==> src/rtl/matrix_element_streamer_if.sv <==
// Element stream from the matrix streamer to its consumer (display/UART formatter).
// The producer drives data, indices and markers; the consumer drives elem_ready.
interface matrix_element_streamer_if #(parameter int ELEM_W = 8);
    logic              elem_valid;
    logic              elem_ready;
    logic [ELEM_W-1:0] elem_data;
    logic [2:0]        elem_row;
    logic [2:0]        elem_col;
    logic              row_last;
    logic              frame_last;

    modport master (
        output elem_valid, elem_data, elem_row, elem_col, row_last, frame_last,
        input  elem_ready
    );

    modport slave (
        input  elem_valid, elem_data, elem_row, elem_col, row_last, frame_last,
        output elem_ready
    );
endinterface

==> src/rtl/matrix_element_streamer.sv <==
// Captures a packed matrix (up to 5x5) in one cycle and streams it out row-major,
// one element per valid/ready transfer, with row/frame end markers.
module matrix_element_streamer #(
    parameter int ELEM_W  = 8,
    parameter int MAX_DIM = 5
) (
    input  logic                                clk,
    input  logic                                reset,
    input  logic                                start,
    input  logic [2:0]                          m_in,
    input  logic [2:0]                          n_in,
    input  logic [MAX_DIM*MAX_DIM*ELEM_W-1:0]   matrix_in,
    output logic                                busy,
    output logic                                done,
    output logic                                err,
    matrix_element_streamer_if.master           es
);
    localparam int NUM_ELEM = MAX_DIM * MAX_DIM;
    localparam int MAT_W    = NUM_ELEM * ELEM_W;

    typedef enum logic [1:0] {IDLE, SEND, DONE} state_t;

    state_t            state, state_n;
    logic [MAT_W-1:0]  mat, mat_n;
    logic [2:0]        m_r, n_r, m_n, n_n;
    logic [2:0]        row, col, row_n, col_n;
    logic              dims_ok, last_beat, vld_n, err_n;
    logic [4:0]        idx;
    logic [ELEM_W-1:0] elems [NUM_ELEM];

    always_comb begin
        state_n   = state;
        mat_n     = mat;
        m_n       = m_r;
        n_n       = n_r;
        row_n     = row;
        col_n     = col;
        err_n     = 1'b0;
        dims_ok   = (m_in != 3'd0) && (m_in <= 3'(MAX_DIM)) &&
                    (n_in != 3'd0) && (n_in <= 3'(MAX_DIM));
        last_beat = (row == m_r - 3'd1) && (col == n_r - 3'd1);
        case (state)
            IDLE: if (start) begin
                if (dims_ok) begin
                    mat_n   = matrix_in;
                    m_n     = m_in;
                    n_n     = n_in;
                    row_n   = 3'd0;
                    col_n   = 3'd0;
                    state_n = SEND;
                end else begin
                    err_n = 1'b1;
                end
            end
            SEND: if (es.elem_ready) begin
                if (last_beat) begin
                    state_n = DONE;
                end else if (col == n_r - 3'd1) begin
                    col_n = 3'd0;
                    row_n = row + 3'd1;
                end else begin
                    col_n = col + 3'd1;
                end
            end
            DONE:    state_n = IDLE;
            default: state_n = IDLE;
        endcase
        vld_n = (state_n == SEND);
        idx   = 5'(row_n) * 5'(MAX_DIM) + 5'(col_n);
    end

    // Element view of the next-cycle matrix so the output data register
    // always matches the index registers it is loaded alongside.
    always_comb begin
        for (int i = 0; i < NUM_ELEM; i++)
            elems[i] = mat_n[i*ELEM_W +: ELEM_W];
    end

    always_ff @(posedge clk or negedge reset) begin
        if (!reset) begin
            state         <= IDLE;
            mat           <= '0;
            m_r           <= '0;
            n_r           <= '0;
            row           <= '0;
            col           <= '0;
            busy          <= 1'b0;
            done          <= 1'b0;
            err           <= 1'b0;
            es.elem_valid <= 1'b0;
            es.elem_data  <= '0;
            es.elem_row   <= '0;
            es.elem_col   <= '0;
            es.row_last   <= 1'b0;
            es.frame_last <= 1'b0;
        end else begin
            state         <= state_n;
            mat           <= mat_n;
            m_r           <= m_n;
            n_r           <= n_n;
            row           <= row_n;
            col           <= col_n;
            busy          <= (state_n != IDLE);
            done          <= (state_n == DONE);
            err           <= err_n;
            es.elem_valid <= vld_n;
            es.elem_data  <= vld_n ? elems[idx] : '0;
            es.elem_row   <= vld_n ? row_n : 3'd0;
            es.elem_col   <= vld_n ? col_n : 3'd0;
            es.row_last   <= vld_n && (col_n == n_n - 3'd1);
            es.frame_last <= vld_n && (col_n == n_n - 3'd1) && (row_n == m_n - 3'd1);
        end
    end
endmodule

==> src/flat_wrapper.sv <==
// flat-port wrapper written by rule: the top's interface ports become plain ports
module matrix_element_streamer_flat 
#(
    parameter int ELEM_W  = 8,
    parameter int MAX_DIM = 5
)
  (clk, reset, start, m_in, n_in, matrix_in, busy, done, err, es_elem_valid, es_elem_data, es_elem_row, es_elem_col, es_row_last, es_frame_last, es_elem_ready);
  matrix_element_streamer_if #(.ELEM_W(ELEM_W)) es_i ();
  input  logic clk;
  input  logic reset;
  input  logic start;
  input  logic [2:0] m_in;
  input  logic [2:0] n_in;
  input  logic [MAX_DIM*MAX_DIM*ELEM_W-1:0] matrix_in;
  output logic busy;
  output logic done;
  output logic err;
  output wire logic [$bits(es_i.elem_valid)-1:0] es_elem_valid;
  output wire logic [$bits(es_i.elem_data)-1:0] es_elem_data;
  output wire logic [$bits(es_i.elem_row)-1:0] es_elem_row;
  output wire logic [$bits(es_i.elem_col)-1:0] es_elem_col;
  output wire logic [$bits(es_i.row_last)-1:0] es_row_last;
  output wire logic [$bits(es_i.frame_last)-1:0] es_frame_last;
  input wire logic [$bits(es_i.elem_ready)-1:0] es_elem_ready;
  assign es_elem_valid = es_i.elem_valid;
  assign es_elem_data = es_i.elem_data;
  assign es_elem_row = es_i.elem_row;
  assign es_elem_col = es_i.elem_col;
  assign es_row_last = es_i.row_last;
  assign es_frame_last = es_i.frame_last;
  assign es_i.elem_ready = es_elem_ready;
  matrix_element_streamer #(.ELEM_W(ELEM_W), .MAX_DIM(MAX_DIM)) u_core (.clk(clk), .reset(reset), .start(start), .m_in(m_in), .n_in(n_in), .matrix_in(matrix_in), .busy(busy), .done(done), .err(err), .es(es_i));
endmodule
==> config.mk <==
export PLATFORM = sky130hd
export DESIGN_NAME = matrix_element_streamer_flat
export DESIGN_NICKNAME = d
export VERILOG_FILES = /design/src/rtl/matrix_element_streamer_if.sv /design/src/rtl/matrix_element_streamer.sv /design/src/flat_wrapper.sv
export SDC_FILE = /design/constraint.sdc
export NUM_CORES = 1
export LEC_CHECK = 0
export CORE_MARGIN = 8
export CORE_UTILIZATION = 46
export CTS_BUF_LIST = sky130_fd_sc_hd__clkbuf_4 sky130_fd_sc_hd__clkbuf_8 sky130_fd_sc_hd__clkbuf_16
export DETAILED_ROUTE_END_ITERATION = 6
export HOLD_SLACK_MARGIN = 0.08
export PLACE_DENSITY = 0.87
export SYNTH_ARGS = -nofsm -noshare
export SYNTH_HDL_FRONTEND = slang
export SYNTH_SLANG_ARGS = --single-unit
==> constraint.sdc <==
create_clock -name clk -period 5.65 [get_ports clk]
set_input_delay 1.13 -clock clk [delete_from_list [all_inputs] [get_ports clk]]
set_output_delay 1.13 -clock clk [all_outputs]
set_load 0.005 [all_outputs]
Yosys cells after proc, flatten, opt, wreduce, memory -nomap -nowiden
Cells that the tools add are included.
{ "totals": {"wordCells": 79, "in_bits": 210, "regBits": 234, "output_inout_bits": 20} }
{ "classes": {"eq_ne": 7, "addsub": 7, "order_cmp": 3, "bitwise_logic": 1, "reduce_logical": 10, "mux": 35, "multipliers": 1} }
{ "op_table": {"columns": ["cell", "n"], "rows": [
  ["$mux W200", 3],
  ["$mux W3", 18],
  ["$bmux W8 S5", 1],
  ["$mux W8", 3],
  ["$eq A3 B3 Y1", 4],
  ["$pmux W3 S2", 2],
  ["$sub A3 B1 Y3 const B", 4],
  ["$mux W2", 4],
  ["$add A3 B1 Y3 const B", 2],
  ["$ge A6 B6 Y1 const B", 1],
  ["$le A3 B3 Y1 const B", 2],
  ["$logic_and A1 B1 Y1", 6],
  ["$not A5 Y6", 1],
  ["$reduce_bool A3 Y1", 2],
  ["$add A5 B3 Y5", 1],
  ["$mul A3 B3 Y5 const B", 1],
  ["$eq A2 B1 Y1 const B", 2],
  ["$pmux W2 S2", 1],
  ["$mux W1", 3],
  ["$eq A2 B2 Y1 const B", 1],
  ["$logic_not A2 Y1", 1],
  ["$reduce_bool A2 Y1", 1]
]} }

Longest topological paths before layout
{ "logic_depth": {"depth_word": 14, "depth_mapped": 22, "depth_no_buf": 18} }

Least setup slack after synthesis
OpenSTA, ideal clock, no wires.
{ "synth_path": {"path_type": "input-to-reg", "from": "in start", "to": "reg u_core.es.elem_data[5]", "t_arrival_ns": 5.901, "setup_time_ns": 0.120, "stages": 22, "setup_slack_ns": -0.372, "required_ns": 5.530, "path_buffers": 8, "cell_sequence": "or3b_1 > or4_1 > buf_2 > buf_6 > buf_6 > buf_4 > buf_6 > a31oi_1 > inv_1 > ha_1 > ha_1 > inv_1 > fa_1 > or2_2 > clkbuf_1 > or2_2 > clkbuf_1 > clkbuf_1 > o22ai_1 > nor4_1 > or3b_1 > o211a_1"} }
{ "synth_between": {"elab_chain_cells": 9, "elab_cells_between_ends": 16, "classes_between": "add/sub: 1; mul: 1; eq/ne: 1; mux: 12; bitwise: 1"} }
{ "synth_rtl": {"columns": ["element", "line_no", "text"], "rows": [
  ["start, declared", "flat_wrapper.sv:11", "input logic start;"],
  ["$mux W3", "matrix_element_streamer.sv:43", "IDLE: if (start) begin"],
  ["$pmux W3 S2", "matrix_element_streamer.sv:42", "case (state)"],
  ["via u_core.row_n[1]", "matrix_element_streamer.sv:26", "logic [2:0] row, col, row_n, col_n;"],
  ["$mul A3 B3 Y5", "matrix_element_streamer.sv:69", "idx = 5'(row_n) * 5'(MAX_DIM) + 5'(col_n);"],
  ["$add A5 B3 Y5", "matrix_element_streamer.sv:69", null],
  ["$not A5 Y6 (implied by the code)", "matrix_element_streamer.sv:107", "es.elem_data <= vld_n ? elems[idx] : '0;"],
  ["$bmux W8 S5", "matrix_element_streamer.sv:107", null],
  ["$mux W8 (implied by the code) (2 in a row)", "matrix_element_streamer.sv:107", null],
  ["$mux W8", "matrix_element_streamer.sv:107", null],
  ["end signal, assigned", "matrix_element_streamer.sv:107", null],
  ["end, declared", "matrix_element_streamer_if.sv:13", "output elem_valid, elem_data, elem_row, elem_col, row_last, frame_last,"]
]} }
The timed path passes the listed nets, and every way through them passes these cells. The select of a mux whose other input is x is not followed.

Worst setup path after layout
{ "layout_path": {"from": "in m_in[1]", "to": "reg u_core.es.elem_data[7]"} }
{ "layout_between": {"elab_cells_between_ends": 25, "classes_between": "add/sub: 1; mul: 1; order compare: 1; eq/ne: 1; mux: 16; bitwise: 1; reduce/logical: 4"} }
{ "layout_rtl": {"columns": ["element", "line_no", "text"], "rows": [
  ["start, declared", "flat_wrapper.sv:12", "input logic [2:0] m_in;"],
  ["$le A3 B3 Y1 / $reduce_bool A3 Y1 (equally long branches)", "matrix_element_streamer.sv:39", "dims_ok = (m_in != 3'd0) && (m_in <= 3'(MAX_DIM)) &&"],
  ["$logic_and A1 B1 Y1 (*) (2 in a row)", "matrix_element_streamer.sv:39", null],
  ["$logic_and A1 B1 Y1 (*)", "matrix_element_streamer.sv:40", "(n_in != 3'd0) && (n_in <= 3'(MAX_DIM));"],
  ["$mux W3 (*)", "matrix_element_streamer.sv:44", "if (dims_ok) begin"],
  ["$mux W3 (*)", "matrix_element_streamer.sv:43", null],
  ["$pmux W3 S2 (*)", "matrix_element_streamer.sv:42", null],
  ["via u_core.col_n[1]", "matrix_element_streamer.sv:26", null],
  ["$add A5 B3 Y5 (*)", "matrix_element_streamer.sv:69", null],
  ["$not A5 Y6 (implied by the code) (*)", "matrix_element_streamer.sv:107", null],
  ["$bmux W8 S5 (*)", "matrix_element_streamer.sv:107", null],
  ["$mux W8 (implied by the code) (*) (2 in a row)", "matrix_element_streamer.sv:107", null],
  ["$mux W8 (*)", "matrix_element_streamer.sv:107", null]
]} }
The timed path passes the listed nets; every way through them passes the cells marked *. The select of a mux whose other input is x is not followed.

==> flow_summary.toml <==
[run_status]
status = "finished, final reports clean"

[synth]
async_flop_share_pct = 100.0
muxShareOfSynthArea_pct = 26.19
ys_seq_area_share_pct = 53.93
synth-compound-area-share_pct = 7.018
syn_nets = 1019
syn_avg_cell_area_um2 = 13.67
synth_top_family_by_area = "multiplexers"
synthAdderAreaFrac_pct = 1.798
synth.distinct_cells = 57
synth_xor_xnor_area_share_pct = 1.705
ys_seq_elements = 234
yosys.area_share.simple_pct = 5.958
syn-instance-count = 794
synth_edf_count = 0
syn_area_um2 = 10860
yosysWarningCount = 0
synth_flop_cell = "dfrtp_1"

[grt]
grt_start_max_net_pins = 129
grt_pass1_wl_um = 48000
grt_pass1_vias = 8394
gr-usage-all-layers_pct = 21.47
antenna_found_initial = 3
grt_overflow = 0

[clock_network]
clk_pin_slew_ns = 0.06
post_cts_resized = 0
cts_buffer_depth = 3
hold_buffers = 0
cts.sinks = 234
clkLatencyLatePin_ns = 0.53
cts_tree = "yes"
cts_buffers = 25
cts_setup_buffers = 0
htree_levels = 1
root_buffer = "clkbuf_16"

[timing]
skew_ns = 0.01506
tightest_slew_ns = 1.127
drv_slew = 0
post-route-period-util_pct = 92.37
fmax_mhz = 191.6
setup_viol = 0
rsz0062_at_grt = "false"
max_slew_margin_pct = 24.85
fin_ws_ns = 0.4313
min_period_ns = 5.219
hold_viol_final = 0

[routing]
vias = 7719
route.detailed.wl_per_inst_um = 22.75
postRouteAntennaNets = 0
drc = 0
dr.pass1.iters = 5
routed_wl_um = 31150
drtIter0Drc = 597
vias_per_cell = 5.638

[setup_path]
r2r-end = "u_core.es.elem_data[7]"
end_kind = "flip-flop"
start_kind = "input pin"
critPathSlowestCell = "or4_4"
crit_type = "input pin to flip-flop"
cp_data_required_time_ns = 6.07
cp_num_buf_inv = 4
r2r_slack_ns = 0.95
rr_startpoint = "u_core.n_r[0]"
reg2reg_depth = 17
crit_path_cell_trace = "clkdlybuf4s50_1 > a22o_1 > or4_4 > and4_1 > a211oi_2 > inv_1 > ha_1 > ha_1 > inv_1 > fa_2 > nand2b_1 > or2_2 > buf_4 > o22ai_1 > nor4_1 > nor2_1 > a311oi_1"
cp_max_fo = 10
cp_top_family = "simple AND/OR/NAND/NOR gates"
worstSetupStartpoint = "m_in[1]"
cpPeakStageDelay_ns = 0.62
arrival_ns = 5.64

[floorplan]
io_pins = 230
initial_core_util_pct = 46.54
fp.dieH_um = 169.6
rows = 56
core-area_um2 = 23330
die_x_um = 169.6
die-area_um2 = 28780

[placed_design]
io_buffer_count = 229
hpwl_um = 23040
gp_congestion = 0.8798
preCtsSetupSlack_ns = -0.1030
dpl-instance-area_um2 = 13580

[layout]
synthToLayoutAreaGrowth_pct = 32.99
final_common_cell = "dfrtp_1"
finalNetCount = 1257
fin_area_um2 = 14440
drive_gt1_share_pct = 30.22
layout.cells.most_common_list = "dfrtp_1, clkdlybuf4s50_1, mux2_2"

[hold_path]
min_to = "u_core.mat[191]"
min_path_type = "flip-flop to flip-flop"
holdPathStages = 1
hold_start = "u_core.mat[191]"

[run]
max-cap-violations = 0
-- flip-flops by register name, indices dropped and copies added (netlist names) --
signal / count
u_core.es.elem_valid: 1
u_core.es.frame_last: 1
u_core.es.row_last: 1
u_core.n_r: 3
u_core.row: 3
u_core.state: 2
u_core.col: 3
u_core.es.elem_col: 3
u_core.es.elem_row: 3
u_core.err: 1
u_core.m_r: 3
u_core.mat: 200
u_core.done: 1
u_core.es.elem_data: 8
u_core.busy: 1
-- worst max-delay path by stage --
stage	endpoint	slack (ns)	depth (start not counted)
final	u_core.es.elem_data[7]	0.43	17
after global routing	u_core.es.elem_data[7]	0.21	17
after CTS	u_core.es.elem_data[7]	0.45	16
after detailed placement	u_core.es.elem_data[7]	-0.10	16
after global placement	u_core.es.elem_data[4]	0.04	16
after floorplan	u_core.es.elem_data[7]	0.02	22
-- worst reg2reg max path: stages, from the launching register on --
cell and delay, ns:
dfrtp_1 0.43, inv_1 0.07, ha_1 0.30, xor2_1 0.23, and3_1 0.31, nand3_1 0.23, mux2i_2 0.25, ha_1 0.27
ha_1 0.31, inv_1 0.07, fa_2 0.66, nand2b_1 0.16, or2_2 0.25, buf_4 0.23, o22ai_1 0.10, nor4_1 0.45
nor2_1 0.07, a311oi_1 0.23
-- metrics by stage --
step	TNS [ns]	cells	utilization, %	hold WS [ns]
floorplan	0	794	-	0.4646
global placement	0	1324	58.20	0.4762
detailed placement	-0.1373	1324	58.20	0.4813
CTS	0	1368	61.88	0.4947
global route	0	1368	61.88	0.5014
finish	0	1369	61.89	0.4933
-- metal layers --
| metal | up-vias | part of all wire [%] | track usage (%) |
|---|---|---|---|
| met4 | 6 | 2.7 | 6.772 |
| li1 | 3446 | - | - |
| met3 | 71 | 8.3 | 6.001 |
| met2 | 315 | 47 | 34.28 |
| met1 | 3881 | 42 | 27.97 |
| met5 | - | 0.11 | 0 |
-- kinds of logic (layout without fill, tap and decap cells) --
family,count (synthesis),count (layout)
DFF,234,234
and+or+nand+nor,114,114
muxes,230,230
adders and majority gates,15,15
AOI/OAI and AO/OA,109,109
buffers and inverters,74,329
other,0,1
xor gates and xnor gates,18,18
-- synth_stat cells, types with 9 or more instances --
library cell	count	area, um^2
ha_1	14	175.2
mux4_2	20	450.4
mux2_2	196	2207
nor2_1	28	105.1
dfrtp_1	234	5856
xnor2_1	9	78.83
nand2_1	12	45.04
inv_1	19	71.32
buf_2	12	60.06
clkbuf_1	29	108.9
nor4_1	21	131.4
o22ai_1	76	475.5
-- layout make-up --
class | count | area, um^2
inverters | 21 | 80.08
multi-input cells | 486 | 4661
diodes | 1 | 2.502
repair buffers | 264 | 2585
flip-flops and latches | 234 | 5856
clock buffers | 37 | 765.7
fillers | 1763 | 8892
clock inverters | 7 | 91.34
well taps | 319 | 399.1
Power is not shown: default switching activity piles up to over one toggle a cycle in this logic, so the estimate is an artifact.
